`src/rtl/sram_arbiter.sv`:
```
// sram_arbiter: two-port round-robin arbiter and timing sequencer for an
// asynchronous 512Kx16 SRAM. Each granted transaction runs
// IDLE -> SETUP -> ACCESS (WAIT_CYCLES) -> DONE -> IDLE.
// Every SRAM-facing output, ack, rdata and busy comes straight from a flop.
module sram_arbiter #(
  parameter int WAIT_CYCLES = 2
) (
  input  logic        clk,
  input  logic        rst,
  input  logic        req0,
  input  logic        req1,
  input  logic        we0,
  input  logic        we1,
  input  logic [18:0] addr0,
  input  logic [18:0] addr1,
  input  logic [15:0] wdata0,
  input  logic [15:0] wdata1,
  input  logic [1:0]  be0,
  input  logic [1:0]  be1,
  output logic        ack0,
  output logic        ack1,
  output logic [15:0] rdata,
  output logic        busy,
  output logic [18:0] sram_addr,
  output logic [15:0] sram_dq_o,
  input  logic [15:0] sram_dq_i,
  output logic        sram_dq_oe,
  output logic        sram_cs_n,
  output logic        sram_oe_n,
  output logic        sram_we_n,
  output logic        sram_lb_n,
  output logic        sram_ub_n
);

  typedef enum logic [1:0] {
    ST_IDLE   = 2'd0,
    ST_SETUP  = 2'd1,
    ST_ACCESS = 2'd2,
    ST_DONE   = 2'd3
  } state_t;

  // Counter reload value: the ACCESS state lasts CNT_LOAD+1 cycles.
  localparam logic [3:0] CNT_LOAD = 4'(WAIT_CYCLES - 1);

  state_t      state_q;
  logic        last_q;      // port granted most recently
  logic        port_q;      // port owning the current transaction
  logic        we_q;        // latched direction of the current transaction
  logic [3:0]  cnt_q;
  logic        ack0_q;
  logic        ack1_q;
  logic [15:0] rdata_q;
  logic        busy_q;
  logic [18:0] addr_q;
  logic [15:0] dq_o_q;
  logic        dq_oe_q;
  logic        cs_n_q;
  logic        oe_n_q;
  logic        we_n_q;
  logic        lb_n_q;
  logic        ub_n_q;

  logic        gnt_valid_s;
  logic        gnt_port_s;
  logic        win_we_s;
  logic [18:0] win_addr_s;
  logic [15:0] win_wdata_s;
  logic [1:0]  win_be_s;

  // Round-robin grant decision: on contention the port not granted last wins.
  always_comb begin
    gnt_valid_s = 1'b0;
    gnt_port_s  = 1'b0;
    if (req0 && req1) begin
      gnt_valid_s = 1'b1;
      gnt_port_s  = ~last_q;
    end else if (req0) begin
      gnt_valid_s = 1'b1;
      gnt_port_s  = 1'b0;
    end else if (req1) begin
      gnt_valid_s = 1'b1;
      gnt_port_s  = 1'b1;
    end else begin
      gnt_valid_s = 1'b0;
      gnt_port_s  = 1'b0;
    end
  end

  // Select the winning port's transaction fields for latching at grant.
  always_comb begin
    win_we_s    = we0;
    win_addr_s  = addr0;
    win_wdata_s = wdata0;
    win_be_s    = be0;
    if (gnt_port_s) begin
      win_we_s    = we1;
      win_addr_s  = addr1;
      win_wdata_s = wdata1;
      win_be_s    = be1;
    end else begin
      win_we_s    = we0;
      win_addr_s  = addr0;
      win_wdata_s = wdata0;
      win_be_s    = be0;
    end
  end

  // Sequencer FSM; each strobe is set on the edge entering the state it belongs to.
  always_ff @(posedge clk) begin
    if (rst) begin
      state_q <= ST_IDLE;
      last_q  <= 1'b1;
      port_q  <= 1'b0;
      we_q    <= 1'b0;
      cnt_q   <= 4'd0;
      ack0_q  <= 1'b0;
      ack1_q  <= 1'b0;
      rdata_q <= 16'h0000;
      busy_q  <= 1'b0;
      addr_q  <= 19'd0;
      dq_o_q  <= 16'h0000;
      dq_oe_q <= 1'b0;
      cs_n_q  <= 1'b1;
      oe_n_q  <= 1'b1;
      we_n_q  <= 1'b1;
      lb_n_q  <= 1'b1;
      ub_n_q  <= 1'b1;
    end else begin
      case (state_q)
        ST_IDLE: begin
          if (gnt_valid_s) begin
            state_q <= ST_SETUP;
            last_q  <= gnt_port_s;
            port_q  <= gnt_port_s;
            we_q    <= win_we_s;
            busy_q  <= 1'b1;
            addr_q  <= win_addr_s;
            cs_n_q  <= 1'b0;
            lb_n_q  <= ~win_be_s[0];
            ub_n_q  <= ~win_be_s[1];
            we_n_q  <= 1'b1;
            oe_n_q  <= win_we_s;
            dq_oe_q <= win_we_s;
            if (win_we_s) begin
              dq_o_q <= win_wdata_s;
            end else begin
              dq_o_q <= dq_o_q;
            end
          end else begin
            state_q <= ST_IDLE;
          end
        end
        ST_SETUP: begin
          cnt_q   <= CNT_LOAD;
          we_n_q  <= ~we_q;
          state_q <= ST_ACCESS;
        end
        ST_ACCESS: begin
          if (cnt_q == 4'd0) begin
            state_q <= ST_DONE;
            we_n_q  <= 1'b1;
            ack0_q  <= ~port_q;
            ack1_q  <= port_q;
            if (!we_q) begin
              rdata_q <= sram_dq_i;
            end else begin
              rdata_q <= rdata_q;
            end
          end else begin
            cnt_q <= cnt_q - 4'd1;
          end
        end
        ST_DONE: begin
          // Turnaround: release the bus for one full IDLE cycle.
          state_q <= ST_IDLE;
          ack0_q  <= 1'b0;
          ack1_q  <= 1'b0;
          busy_q  <= 1'b0;
          cs_n_q  <= 1'b1;
          oe_n_q  <= 1'b1;
          we_n_q  <= 1'b1;
          lb_n_q  <= 1'b1;
          ub_n_q  <= 1'b1;
          dq_oe_q <= 1'b0;
        end
        default: begin
          state_q <= ST_IDLE;
          ack0_q  <= 1'b0;
          ack1_q  <= 1'b0;
          busy_q  <= 1'b0;
          cs_n_q  <= 1'b1;
          oe_n_q  <= 1'b1;
          we_n_q  <= 1'b1;
          lb_n_q  <= 1'b1;
          ub_n_q  <= 1'b1;
          dq_oe_q <= 1'b0;
        end
      endcase
    end
  end

  assign ack0       = ack0_q;
  assign ack1       = ack1_q;
  assign rdata      = rdata_q;
  assign busy       = busy_q;
  assign sram_addr  = addr_q;
  assign sram_dq_o  = dq_o_q;
  assign sram_dq_oe = dq_oe_q;
  assign sram_cs_n  = cs_n_q;
  assign sram_oe_n  = oe_n_q;
  assign sram_we_n  = we_n_q;
  assign sram_lb_n  = lb_n_q;
  assign sram_ub_n  = ub_n_q;

endmodule

```
`config.mk`:
```
export PLATFORM = sky130hd
export DESIGN_NAME = sram_arbiter
export DESIGN_NICKNAME = d
export VERILOG_FILES = /design/src/rtl/sram_arbiter.sv
export SDC_FILE = /design/constraint.sdc
export NUM_CORES = 1
export LEC_CHECK = 0
export ABC_AREA = 1
export CORE_AREA = 2 2 109 111
export DETAILED_ROUTE_END_ITERATION = 8
export DIE_AREA = 0 0 111 113
export PLACE_DENSITY_LB_ADDON = 0.25
export SYNTH_ARGS = -nofsm -noshare
export SYNTH_HDL_FRONTEND = slang
export SYNTH_SLANG_ARGS = --single-unit
export TNS_END_PERCENT = 30
```
`constraint.sdc`:
```
create_clock -name clk -period 1.95 [get_ports clk]
set_input_delay 0.195 -clock clk [delete_from_list [all_inputs] [get_ports clk]]
set_output_delay 0.195 -clock clk [all_outputs]
set_load 0.02 [all_outputs]
```
==> run summary, run 1 <==
Status: finished clean
Remaining DRCs: 0
Top delay family on crit path: buffers and inverters
Final setup fails: 0
Fin area: 0.00513 mm2
Slew headroom: 71.4%
Unrepaired setup endpoints after global routing: no
Max stage delay on crit path: 0.34 ns
WP data required: 2.16 ns
Crit-path cells: inv_1 -> ha_1 -> inv_2 -> nor2_4 -> buf_12 -> nand2_1 -> a21oi_1 -> nor2_1
Max FO, Critical Path: 39
Post-Synthesis Cells: 471
Antenna violations before repair: 0
Routed Antenna Nets: 0
CP startpoint kind: flip-flop
I/O pin total: 156
Sequential power share: 31.2%
CTS Root Cell: clkbuf_16
Setup slack after layout: 0.414 ns
Clock Tree Buf Depth: 2
Cell Area, Placed: 0.00484 mm2
Drt wl/cell: 12.0 um
Dpl cells: 756
Hold path depth: 3
Largest net degree at the start of global routing: 40
CP endpoint kind: flip-flop
DRT iter0 DRCs: 140
Cell taking the most area after synthesis: dfxtp_1
Area grow syn2layout: 63.3%
# rows: 39
CP max stage cell: dfxtp_1
Post-layout util: 45.5%
Fin. Hold Viols: 0
Comb pwr share: 46.3%
Synth top area share: 44.0%
R2r worst-path depth: 8
Final Power: 6.82 mW
Top post-synthesis cells by area: dfxtp_1 (44%), nand2_1 (18%), nor2_1 (11%)
Post-synthesis sequential area ratio: 44.0%
Worst hold path type: in -> reg
CTS tree: done
Sw power: 2.61 mW
Post-Syn Area: 0.00314 mm2
Core area: 0.0113 mm2
Reg2reg start: state_q[0]
Total Routing Usage GR: 14.9%
Later-pin clock latency in the skew report: 0.32 ns
Vias: 3,410
# hold bufs at CTS: 0
FF+latch count, synth: 69
Port Buffers: 155
Crit share post-route: 78.8%
Final net count: 725
Internal Power: 4.22 mW
First-pass GRT wire length: 15,500 um
Commonest non-fill, non-tap cell in the layout: clkdlybuf4s50_1
Yosys warnings: 0
Drt total wl: 9270 um
Antenna Cells: 0
DR pass1 iterations: 4
Synth cell types: 22
Most frequent cells in the layout: clkdlybuf4s50_1 (155), nand2_1 (149), nor2_1 (90), dfxtp_1 (69), o21ai_0 (44)
Setup slack, reg-to-reg: 0.41 ns
RR Endpoint: sram_addr[0]
CTS H-tree depth: 3
Post-CTS sizing: 0
Crit path buf inv count: 3
CTS Sinks: 69
Initial Util: 27.9%
Setup slack at placement: 0.269 ns
Die height: 113 um
TritonCTS Buffers: 9
Hold endpoint: rdata[10]
VDD IR-drop max: 597 uV
Worst slew pin tran: 0.424 ns
Grt total ovfl: 0
Final cell count without fillers: 772
Detailed-placement wirelength estimate: 6810 um
Syn nets: 572
Proportion of layout cells with a drive suffix above 1: 5.72%
Die area: 0.0125 mm2
Max Freq: 651 MHz
Final slew viol count: 0
Vias in the first global route: 3,418
Maxcap violations: 0
Clk pin slew, worst setup/hold paths: 0.06 ns
Clock network power share: 22.5%
Worst Skew: 0.00624 ns
Average size of a mapped cell: 6.67 um2
Hold path startpoint: sram_dq_i[10]
Final hold slack: 0.452 ns
Die Wd: 111 um
Minimum clock period: 1.54 ns
Pwr dens: 1330 mW/mm2
Drt via density: 4.42
Sw Share: 38.2%
Gp weighted congestion: 0.811
Setup CP Type: reg -> reg
Arrival time at the worst endpoint: 1.75 ns
Lkg Pwr: 2.30 nW
Post-CTS Repair Setup Buffers: 0
Setup TNS: 0 ns
==> layer usage <==
metal	wire length (um)	up-vias	GRT usage (%)
li1	-	1767	-
met1	4030	1524	17.3
met2	4420	115	25.7
met3	773	4	5.95
met4	46	0	4.08
met5	0	-	0
==> registers in the layout (all words and copies together), names as in the netlist <==
signal,cells
sram_oe_n,1
sram_we_n,1
we_q,1
sram_addr,19
ack1,1
last_q,1
sram_cs_n,1
sram_dq_o,16
rdata,16
sram_dq_oe,1
busy,1
state_q,2
cnt_q,4
sram_ub_n,1
sram_lb_n,1
ack0,1
port_q,1
==> synthesized netlist by cell type <==
library cell,instances
dfxtp_1,69
inv_2,2
nand3b_1,1
or2_2,1
buf_6,2
buf_4,6
nand3_1,12
nand2_1,149
ha_1,5
o21ai_2,1
a21oi_1,33
nor2_1,90
nand4_1,1
nand3_2,2
buf_1,1
o21ai_0,44
nor2_4,2
inv_1,33
clkbuf_1,7
buf_2,8
nor2_2,1
o21a_1,1
==> layout make-up <==
| cell class | instances | area (um2) |
|---|---|---|
| Clock buffer | 11 | 253 |
| Sequential cell | 69 | 1380 |
| Timing Repair Buffer | 166 | 1660 |
| Clock inverter | 5 | 33.8 |
| Multi-Input combinational cell | 343 | 1490 |
| Inverter | 35 | 131 |
| Fill cell | 1142 | 6140 |
| Tap cell | 143 | 179 |
==> worst register-to-register path, cell delays in order (launching register included) <==
cell	delay, ns
dfxtp_1	0.34
inv_1	0.10
ha_1	0.29
inv_2	0.08
nor2_4	0.15
buf_12	0.20
nand2_1	0.09
a21oi_1	0.14
nor2_1	0.05
==> cells by family after synthesis <==
logic type / after synthesis / synth area share (%)
simple gates: 259 / 32.7
compound gates: 79 / 12.8
flops: 69 / 44.0
buf+inv: 59 / 8.57
fa+ha+maj: 5 / 1.99
==> power by group through the flow <==
stage,Sequential [mW],Clock [mW],Combinational [mW]
finish,2.13,1.54,3.16
global route,2.19,1.66,3.50
CTS,2.14,1.58,3.20
detailed placement,2.16,0,3.18
global placement,2.13,0,3.13
floorplan,2.61,0,1.36
==> worst max-delay path by stage <==
stage | from | endpoint | slack (ns) | cells after the start
after floorplan | state_q[0] | sram_addr[9] | 0.55 | 9
after global routing | state_q[0] | rdata[8] | 0.22 | 7
after CTS | state_q[0] | sram_addr[0] | 0.42 | 8
final | state_q[0] | sram_addr[0] | 0.41 | 8
after detailed placement | req1 | sram_ub_n | 0.27 | 7
after global placement | req0 | sram_dq_o[3] | 0.30 | 9
(Power assumes the default switching activity.)
==> inputs of run 2 (changes only) <==
- clock period: 1.95 -> 1.26 ns (I/O delays scaled with it)
==> run 2 against run 1 <==
The run now ends with setup timing left. Critical endpoint is now sram_addr[6]. Final cell count increased by 3.2%. Power increased by 66%. Combinational power increased by 82%. Sequential power increased by 55%. Critical path depth increased by 1.
==> run summary, run 2 (same netlist as run 1, synthesis figures left out) <==
WP data required: 1.48 ns (-0.68 ns)
Setup TNS: -5.44 ns (-5.44 ns)
CTS Root Cell: clkbuf_16
Flip-flop count of the largest register after layout: 19 (unchanged)
Routed Antenna Nets: 0 (unchanged)
Total Routing Usage GR: 15.5% (+0.60 points)
Setup slack after layout: -0.158 ns (-0.572 ns)
Antenna Cells: 0 (unchanged)
Crit-path cells: inv_4 -> ha_4 -> inv_4 -> nor2_4 -> buf_6 -> clkbuf_16 -> nand2_1 -> a21oi_1 -> nor2_1
Hold path depth: 3 (unchanged)
GRT Max-Usage Layer: met2
CP startpoint kind: flip-flop
Final setup fails: 59 (+59)
Max stage delay on crit path: 0.35 ns (about the same)
Minimum clock period: 1.42 ns (-0.118 ns)
Vias: 3,517 (+3.1%)
Final hold slack: 0.388 ns (-0.0641 ns)
# hold bufs at CTS: 0 (unchanged)
Grt total ovfl: 0 (unchanged)
Drt wl/cell: 12.7 um (+5.6%)
# rows: 39 (unchanged)
Worst hold path type: in -> reg
Worst slew pin tran: 0.283 ns (-0.141 ns)
DR pass1 iterations: 4 (unchanged)
Die height: 113 um (unchanged)
Worst Skew: 0.00531 ns (-0.000924 ns)
Antenna violations before repair: 0 (unchanged)
Status: finished with violations
Violated checks: setup timing
DRT iter0 DRCs: 106 (-24%)
CTS tree: done
Commonest non-fill, non-tap cell in the layout: nand2_1
Slew headroom: 81.1% (+9.7 points)
Gp weighted congestion: 0.756 (-6.8%)
CTS H-tree depth: 3 (unchanged)
CP endpoint kind: flip-flop
Met3 Use GR: 5.95% (unchanged)
CP Depth: 9 (+1)
Die Wd: 111 um (unchanged)
CP max stage cell: dfxtp_4
Crit share post-route: 113% (+34 points)
Max Freq: 705 MHz (+8.3%)
Lkg Pwr: 2.69 nW (+17%)
Pwr dens: 2050 mW/mm2 (+54%)
Area grow syn2layout: 75.8%
Remaining DRCs: 0 (unchanged)
Arrival time at the worst endpoint: 1.64 ns (-0.11 ns)
TritonCTS Buffers: 9 (unchanged)
Drt via density: 4.41 (about the same)
I/O pin total: 156 (unchanged)
Port Buffers: 155 (unchanged)
Clk pin slew, worst setup/hold paths: 0.06 ns (about the same)
Met1 Resource Use GR: 18.0% (+0.67 points)
Core area: 0.0113 mm2 (unchanged)
CTS Sinks: 69 (unchanged)
Final net count: 752 (+3.7%)
Clock Tree Buf Depth: 2 (unchanged)
Setup slack at placement: -0.310 ns (-0.578 ns)
Maxcap violations: 0 (unchanged)
Max FO, Critical Path: 5 (-87%)
Die area: 0.0125 mm2 (unchanged)
Cell mode on critical path: inv_4
Proportion of layout cells with a drive suffix above 1: 14.1% (+8.3 points)
Global-route met2 utilization: 26.7% (+0.98 points)
Drt total wl: 10,100 um (+9.0%)
Final Power: 11.3 mW (+66%)
R2r worst-path depth: 9 (+1)
First-pass GRT wire length: 15,800 um (+2.2%)
Post-layout util: 49.0% (+3.5 points)
VDD IR-drop max: 961 uV (+61%)
Most frequent cells in the layout: nand2_1 (142), clkdlybuf4s50_1 (95), nor2_1 (89), dfxtp_1 (67), dlygate4sd2_1 (60)
Fin. Hold Viols: 0 (unchanged)
Final slew viol count: 0 (unchanged)
Later-pin clock latency in the skew report: 0.33 ns (about the same)
Top delay family on crit path: buffers and inverters
Vias in the first global route: 3,349 (-2.0%)
Detailed-placement wirelength estimate: 7070 um (+3.9%)
Initial Util: 27.9% (unchanged)
Largest net degree at the start of global routing: 39 (-2.5%)
Setup CP Type: reg -> reg
Unrepaired setup endpoints after global routing: yes
Crit path buf inv count: 4 (+1)
-- run 2: cell types whose count changed in the layout (fill, tap and decap cells not counted), moves of 6 or more --
cell	change
clkdlybuf4s50_1	-60
dlygate4sd2_1	+60
buf_4	+12
a21oi_1	-10
a21oi_2	+10
buf_6	+7
nand2_1	-7
buf_12	+6
nand2_2	+6
-- run 2: worst reg2reg max path, cell delays in order (launching register included) --
cell and delay (ns):
dfxtp_4 0.35, inv_4 0.06, ha_4 0.16, inv_4 0.04, nor2_4 0.20, buf_6 0.16
clkbuf_16 0.14, nand2_1 0.05, a21oi_1 0.11, nor2_1 0.05
-- run 2: final cells by class --
type                            instances  area [um2]
Tap cell                              143         179
Clock inverter                          2        10.0
Sequential cell                        69        1390
Multi-Input combinational cell        343        1620
Inverter                               35         141
Timing Repair Buffer                  193        1920
Clock buffer                           12         256
Fill cell                            1126        5750
-- run 2: what timing repair did --
item                                    4_1_cts  5_1_grt
buffers inserted                              0        8
gates cloned                                  0        3
pin swaps                                     3        7
gates resized for setup                      66       37
endpoints found under the setup margin      120       63
-- run 2: metrics by stage --
step | area [um2] | std cells
after global placement | 5070 | 772
after detailed placement | 5070 | 772
after global routing | 5520 | 797
final | 5520 | 797
after CTS | 5290 | 786
after floorplan | 3190 | 471
-- run 2: where the power goes --
group	internal (mW)	switching [mW]
Clock	1.41	0.866
Sequential	2.93	0.381
Combinational	2.62	3.13
Total	6.96	4.38
-- run 2: routing by layer --
layer,routed length [um],up-vias
li1,-,1830
met1,4290,1590
met2,4990,86
met3,732,11
met4,91,0
met5,0,-
-- run 2: path summary, 6_finish.rpt --
kind | from | endpoint | slack, ns
worst max-delay path | state_q[0] | sram_addr[6] | -0.16
worst min-delay path | sram_dq_i[4] | rdata[4] | 0.39
worst max register to register | state_q[0] | sram_addr[6] | -0.16
worst min register to register | sram_ub_n | sram_ub_n | 0.46
==> inputs of run 3 (changes only) <==
- CAP_MARGIN: default -> 20
==> results of run 3 <==
The final DEF is identical to that of run 2; final timing and power are the same.
